**src/rtl/multicycle_control.sv**
```systemverilog
// Multi-cycle main control FSM for the RV32I shared-memory datapath.
// Sequences fetch/decode/execute/memory/writeback, traps illegal opcodes, counts retirements.
module multicycle_control #(
    parameter bit          MEM_HANDSHAKE = 1'b1,
    parameter bit          ENABLE_JUMP   = 1'b1,
    parameter int unsigned CNT_W         = 32
) (
    input  logic             Clock,
    input  logic             Reset,
    input  logic [6:0]       Opcode,
    input  logic             MemReady,
    output logic             PCWrite,
    output logic             PCWriteCond,
    output logic             IRWrite,
    output logic             RegWrite,
    output logic             MemRead,
    output logic             MemWrite,
    output logic             IorD,
    output logic [1:0]       ALUSrcA,
    output logic [1:0]       ALUSrcB,
    output logic [1:0]       ALUOp,
    output logic [1:0]       PCSource,
    output logic [1:0]       MemToReg,
    output logic             Illegal,
    output logic [CNT_W-1:0] InstRet,
    output logic [3:0]       StateOut
);

    typedef enum logic [3:0] {
        S_FETCH  = 4'd0,
        S_DECODE = 4'd1,
        S_MEMADR = 4'd2,
        S_MEMRD  = 4'd3,
        S_MEMWB  = 4'd4,
        S_MEMWR  = 4'd5,
        S_EXEC_R = 4'd6,
        S_EXEC_I = 4'd7,
        S_ALUWB  = 4'd8,
        S_BRANCH = 4'd9,
        S_JAL    = 4'd10,
        S_JALR   = 4'd11,
        S_TRAP   = 4'd12
    } state_t;

    localparam logic [6:0] OP_LOAD   = 7'b0000011;
    localparam logic [6:0] OP_STORE  = 7'b0100011;
    localparam logic [6:0] OP_RTYPE  = 7'b0110011;
    localparam logic [6:0] OP_ITYPE  = 7'b0010011;
    localparam logic [6:0] OP_BRANCH = 7'b1100011;
    localparam logic [6:0] OP_JAL    = 7'b1101111;
    localparam logic [6:0] OP_JALR   = 7'b1100111;

    state_t             state_q, state_d;
    logic [CNT_W-1:0]   instret_q, instret_d;
    logic               illegal_q, illegal_d;
    logic               retire;
    logic               rdy;

    assign rdy = MEM_HANDSHAKE ? MemReady : 1'b1;

    always_comb begin
        state_d = state_q;
        retire  = 1'b0;
        case (state_q)
            S_FETCH: begin
                if (rdy) state_d = S_DECODE;
            end
            S_DECODE: begin
                case (Opcode)
                    OP_LOAD, OP_STORE: state_d = S_MEMADR;
                    OP_RTYPE:          state_d = S_EXEC_R;
                    OP_ITYPE:          state_d = S_EXEC_I;
                    OP_BRANCH:         state_d = S_BRANCH;
                    OP_JAL:            state_d = ENABLE_JUMP ? S_JAL : S_TRAP;
                    OP_JALR:           state_d = ENABLE_JUMP ? S_JALR : S_TRAP;
                    default:           state_d = S_TRAP;
                endcase
            end
            S_MEMADR: state_d = (Opcode == OP_LOAD) ? S_MEMRD : S_MEMWR;
            S_MEMRD: begin
                if (rdy) state_d = S_MEMWB;
            end
            S_MEMWR: begin
                if (rdy) begin
                    state_d = S_FETCH;
                    retire  = 1'b1;
                end
            end
            S_EXEC_R, S_EXEC_I: state_d = S_ALUWB;
            S_MEMWB, S_ALUWB, S_BRANCH, S_JAL, S_JALR: begin
                state_d = S_FETCH;
                retire  = 1'b1;
            end
            S_TRAP:  state_d = S_TRAP;
            default: state_d = S_FETCH;
        endcase
        instret_d = retire ? instret_q + CNT_W'(1) : instret_q;
        illegal_d = illegal_q | (state_d == S_TRAP);
    end

    always_ff @(posedge Clock) begin
        if (Reset) begin
            state_q   <= S_FETCH;
            instret_q <= '0;
            illegal_q <= 1'b0;
        end else begin
            state_q   <= state_d;
            instret_q <= instret_d;
            illegal_q <= illegal_d;
        end
    end

    // Moore decode of the state register; only FETCH's PC/IR writes follow rdy.
    always_comb begin
        PCWrite     = 1'b0;
        PCWriteCond = 1'b0;
        IRWrite     = 1'b0;
        RegWrite    = 1'b0;
        MemRead     = 1'b0;
        MemWrite    = 1'b0;
        IorD        = 1'b0;
        ALUSrcA     = 2'b00;
        ALUSrcB     = 2'b00;
        ALUOp       = 2'b00;
        PCSource    = 2'b00;
        MemToReg    = 2'b00;
        case (state_q)
            S_FETCH: begin
                MemRead = 1'b1;
                ALUSrcB = 2'b01;
                PCWrite = rdy;
                IRWrite = rdy;
            end
            S_DECODE: begin
                ALUSrcA = 2'b10;
                ALUSrcB = 2'b10;
            end
            S_MEMADR: begin
                ALUSrcA = 2'b01;
                ALUSrcB = 2'b10;
            end
            S_MEMRD: begin
                MemRead = 1'b1;
                IorD    = 1'b1;
            end
            S_MEMWB: begin
                RegWrite = 1'b1;
                MemToReg = 2'b01;
            end
            S_MEMWR: begin
                MemWrite = 1'b1;
                IorD     = 1'b1;
            end
            S_EXEC_R: begin
                ALUSrcA = 2'b01;
                ALUOp   = 2'b10;
            end
            S_EXEC_I: begin
                ALUSrcA = 2'b01;
                ALUSrcB = 2'b10;
                ALUOp   = 2'b11;
            end
            S_ALUWB: RegWrite = 1'b1;
            S_BRANCH: begin
                ALUSrcA     = 2'b01;
                ALUOp       = 2'b01;
                PCWriteCond = 1'b1;
                PCSource    = 2'b01;
            end
            S_JAL: begin
                PCWrite  = 1'b1;
                PCSource = 2'b01;
                RegWrite = 1'b1;
                MemToReg = 2'b10;
            end
            S_JALR: begin
                ALUSrcA  = 2'b01;
                ALUSrcB  = 2'b10;
                PCWrite  = 1'b1;
                PCSource = 2'b10;
                RegWrite = 1'b1;
                MemToReg = 2'b10;
            end
            default: ;
        endcase
        // Reset abandons any in-flight access: no enable may fire this cycle.
        if (Reset) begin
            PCWrite     = 1'b0;
            PCWriteCond = 1'b0;
            IRWrite     = 1'b0;
            RegWrite    = 1'b0;
            MemRead     = 1'b0;
            MemWrite    = 1'b0;
        end
    end

    assign StateOut = state_q;
    assign InstRet  = instret_q;
    assign Illegal  = illegal_q;

endmodule

```
**config.mk**
```make
export PLATFORM = sky130hd
export DESIGN_NAME = multicycle_control
export DESIGN_NICKNAME = d
export VERILOG_FILES = /design/src/rtl/multicycle_control.sv
export SDC_FILE = /design/constraint.sdc
export NUM_CORES = 1
export LEC_CHECK = 0
export BUFFER_PORTS_ARGS = -buffer_cell sky130_fd_sc_hd__buf_4
export CAP_MARGIN = 20
export CELL_PAD_IN_SITES_DETAIL_PLACEMENT = 1
export CELL_PAD_IN_SITES_GLOBAL_PLACEMENT = 1
export CORE_AREA = 3 3 77 79
export CTS_BUF_LIST = sky130_fd_sc_hd__clkbuf_8
export DETAILED_ROUTE_END_ITERATION = 10
export DIE_AREA = 0 0 80 82
export HOLD_SLACK_MARGIN = 0.02
export PLACE_DENSITY_LB_ADDON = 0.3
export SLEW_MARGIN = 30
export SYNTH_ARGS = -nofsm -noshare
export SYNTH_HDL_FRONTEND = slang
export SYNTH_SLANG_ARGS = --single-unit
```
**constraint.sdc**
```tcl
create_clock -name Clock -period 3.16 [get_ports Clock]
set_input_delay 0.632 -clock Clock [delete_from_list [all_inputs] [get_ports Clock]]
set_output_delay 0.632 -clock Clock [all_outputs]
set_load 0.05 [all_outputs]
```
Word-level counts from Yosys, hierarchy flattened
Index checks and enable logic that the tools add are counted.
Storage, ports and cells
  word-level logic and storage cells: 62
  register bits after elaboration: 37
  output and inout bits: 54
  bits of input ports: 10
Operators by class
  add/sub/neg operators: 1
  bitwise logic cells: 1
  equal/unequal tests: 20
  muxes and demuxes: 26
  reductions and logical operators: 11
Operators with widths (count)
  $add 32x1->32 const B: 1
  $pmux 4 s7: 1
  $eq 4x4->1 const B: 6
  $pmux 4 s6: 1
  $eq 7x7->1 const B: 3
  $eq 4x3->1 const B: 4
  $pmux 2 s2: 4
  $eq 7x6->1 const B: 2
  $mux 1: 13
  $mux 4: 3
  $reduce_or 2->1: 6
  $reduce_or 5->1: 2
  $eq 4x2->1 const B: 2
  $reduce_or 4->1: 2
  $eq 7x2->1 const B: 1
  $eq 7x5->1 const B: 1
  $pmux 2 s3: 1
  $eq 4x1->1 const B: 1
  $logic_not 4->1: 1
  $pmux 1 s2: 2
  $mux 3: 1
  $or 1x1->1: 1

Longest topological paths before layout
  word-level depth: 6
  mapped depth: 7
  depth with buffers taken out: 6

Worst setup path after synthesis
No wires, ideal clock.
  kind: register to output
  start point: reg state_q[1], in the netlist StateOut[1]
  end point: out ALUSrcB[0]
  path slack: 8 ps
  cell stages (with the launch flop): 4
  path buffers: 2
  required time: 2528 ps
  data arrival time: 2520 ps
  cells stage by stage: dfxtp_1 clkbuf_1 buf_1 nor4_1
On the way
  cells in the longest elaborated chain, start to end: 3
  elaborated cells on any way between the ends: 7
  those cells by class: eq/ne: 4; mux: 1; reduce/logical: 2
Ends and longest elaborated chain
  start: declaration: line 53  | state_t state_q, state_d;
  start signal: assignment: line 107  | state_q <= state_d;
  $eq 4x4->1, or another cell as far along: line 127  | case (state_q)
  $reduce_or 4->1 (no line)
  $pmux 2 s2 *: line 127
  end: declaration: line 20  | output logic [1:0] ALUSrcB,
Mark *: on every way between the ends. The rest lies on a longest branch, timed or not.

Worst setup path after layout
  start point: reg state_q[1], in the netlist StateOut[1]
  end point: out ALUOp[0]
On the way
  cells in the longest elaborated chain, start to end: 2
  elaborated cells on any way between the ends: 4
  those cells by class: eq/ne: 3; mux: 1
Ends and longest elaborated chain
  $eq 4x4->1 / $eq 4x3->1 (equally long branches): line 127
  $pmux 2 s3 *: line 127
  end: declaration: line 21  | output logic [1:0] ALUOp,
Marks and branches as above.

==> run metrics <==
initial antenna violation count 0; DIE HEIGHT between 80 and 90 um; synth cell count leaders dfxtp_1 (37), nor2_1 (24), a21oi_1 (22); Main synth FF type dfxtp_1; vias in the first global route approximately 2200; Yosys top cell area share 0.354; Least-Margin Pin Slew between 0.7 and 0.8 ns; Sw Share 0.294; run status complete, no violations; EDFF count, synth 0; distinct cell type count after synthesis between 40 and 50; Pleak ~1.0 nW; largest net degree at the start of global routing between 40 and 50; Max Fclk around 400 MHz; peak fanout along the critical path 21; R2R cell count 5; remaining design rule violation count 0; Reg-to-Reg Start StateOut[2]$_SDFF_PP0_; Die ar. 6560 um2; placed cell count 394; Max-Cap Viols 0; Synth Instances 273; Final Skew 0.00743 ns; total I/O pin count 64; critical path class flop to primary output; cell taking the most area after synthesis dfxtp_1; Final Hold Viols 0; crit end category primary output; Post-CTS Setup Bufs 0; Net Count, Synth approximately 280; min-delay worst type flop to flop; Crit path required time approximately 2.5 ns; drt pass-1 iters 4; Syn. warnings 0; relative slew slack 0.484; P&R area growth vs syn 27.8%; Site Rows 27; GRT Overall Usage 0.193; post-synthesis sequential area ratio 0.354; sequential fraction of design power 0.515; Root Driver clkbuf_8; VDD IR max 244 uV; post-route worst setup slack around 0.66 ns; DP Wirelength about 4.5 mm; H-Tree Depth 2; Cell Count, Final, Fillers Out 400; Die Wd about 80 um; clock share of power 0.320; final wirelength between 6 and 7 mm; met3 usage 0.0471; Num CTS Buffers 5; M1 GR Usage 0.248; Pwr per Cell Area 355 nW/um2; RSZ-0062 raised after global routing false; first-pass GRT wire length between 10 and 15 mm; number of buffers added on ports 63; worst path arrival time between 1.5 and 2 ns; Nets 340; clock transition at the registers of the reported paths approximately 0.070 ns; R2R setup slack approximately 0.71 ns; Synth async-reset ratio 0; final setup fails 0; period utilization 0.792; Diodes inserted 0; clk buf depth 2; DR iter-0 viols 60; combinational group share of total power 0.165; crit start category flop; DR WL/cell ~15 um; share of layout cells above drive strength 1 0.232; GR peak layer met2; setup_tns 0 ns; hold endpoint Illegal$_SDFF_PP0_; Synth area leaders dfxtp_1 (35%), xnor2_1 (5.4%), a21oi_1 (5.3%), o21ai_0 (4.8%), nor2_1 (4.3%); Placeable Area about 5400 um2; #FFs+latches synth 37; routed vias about 2200; Via density between 5 and 6; Pint between 600 and 700 uW; Post-CTS Resized 0; hold_buf cts 0; routability cong. a little under 0.8; Synth Cell Area 2090 um2; Min-Delay Path Depth 2; Psw between 200 and 300 uW; Clk Latency, worst-skew pair 0.28 ns; dpl ws approximately 0.7 ns; most numerous cell in the Yosys netlist dfxtp_1; Overflow after GRT 0; RR Endpoint InstRet[22]$_SDFFE_PP0P_; worst hold start Illegal$_SDFF_PP0_; clk sinks 37; Tmin final 2.50 ns; ANT nets after route 0; Initial Utilization 0.387; CTS tree done; grt met2 use 0.325; Avg Inst Size Synth between 7 and 8 um2; Final Slew Violations 0
worst max-delay path by stage:
stage                                 startpoint                  endpoint  slack (ns)  cells after the start
final                     StateOut[1]$_SDFF_PP0_                  ALUOp[0]        0.66                      4
after global routing      StateOut[1]$_SDFF_PP0_                ALUSrcB[1]        0.49                      3
after CTS                 StateOut[1]$_SDFF_PP0_                  ALUOp[0]        0.68                      4
after detailed placement  StateOut[2]$_SDFF_PP0_  InstRet[22]$_SDFFE_PP0P_        0.71                      5
after global placement    StateOut[2]$_SDFF_PP0_  InstRet[22]$_SDFFE_PP0P_        0.78                      5
after floorplan           StateOut[1]$_SDFF_PP0_                ALUSrcB[0]       0.008                      3
area by class of cell:
cell class	count	area (um2)
clock buffers	5	68.8
fillers	710	2740
flip-flops and latches	37	741
inverters	11	41.3
repair buffers	63	473
multi-input cells	211	1250
well taps	72	90.1
clock inverters	1	5.00
placed cells by master (no fill, tap or decap), types with 3 or more instances in the layout:
| cell type | Yosys | routed |
|---|---|---|
| a21oi_1 | 22 | 22 |
| nor3b_1 | 3 | 3 |
| or3_1 | 14 | 14 |
| buf_4 | 1 | 63 |
| or4_1 | 6 | 6 |
| nor2_1 | 24 | 24 |
| xnor2_1 | 13 | 13 |
| and3_1 | 4 | 4 |
| nor3_1 | 10 | 10 |
| clkbuf_8 | 0 | 5 |
| nand4_1 | 10 | 10 |
| o21ai_0 | 20 | 20 |
| nand2_1 | 19 | 19 |
| inv_1 | 11 | 11 |
| nor2b_1 | 6 | 6 |
| nand3_1 | 11 | 11 |
| dfxtp_1 | 37 | 37 |
| nand2b_1 | 7 | 7 |
| nor4_1 | 11 | 11 |
logic make-up after synthesis:
logic type | Yosys count | share of synthesized area
muxes | 1 | 0.00539
buffers and inverters | 25 | 0.0467
and+or+nand+nor | 138 | 0.371
AOI/OAI and AO/OA | 56 | 0.154
xor gates and xnor gates | 15 | 0.0629
DFF | 37 | 0.354
adders and majority gates | 1 | 0.00599
sequential cells by signal (all words and copies together), names as in the netlist:
signal,cells
InstRet,32
StateOut,4
Illegal,1
stage by stage:
stage               instance area, um2  utilization  hold slack [ns]  total power, mW
finish                            2670        0.494            0.475            0.947
global route                      2670        0.494            0.526            0.990
detailed placement                2600        0.480            0.462            0.655
floorplan                         2090            -            0.690            0.606
CTS                               2670        0.494            0.487            0.958
global placement                  2600        0.480            0.451            0.653
layer usage:
metal  share of wire  vias to the layer above
met1            0.44                     1069
met2            0.50                       41
met5               0                        -
met3           0.049                        5
met4          0.0066                        0
li1                -                     1092
power groups by stage:
| stage | Combinational [mW] | Sequential (mW) | Clock (mW) |
|---|---|---|---|
| global route | 0.168 | 0.490 | 0.333 |
| finish | 0.156 | 0.488 | 0.304 |
| CTS | 0.158 | 0.487 | 0.314 |
| floorplan | 0.102 | 0.504 | 0 |
| detailed placement | 0.157 | 0.498 | 0 |
| global placement | 0.155 | 0.498 | 0 |
worst max-delay path, stage by stage, from the launching register on:
cell	delay, ns
dfxtp_1	0.82
nor2b_1	0.23
and2_1	0.19
o21a_1	0.14
buf_4	0.19
Power figures use the tool's default switching activity.
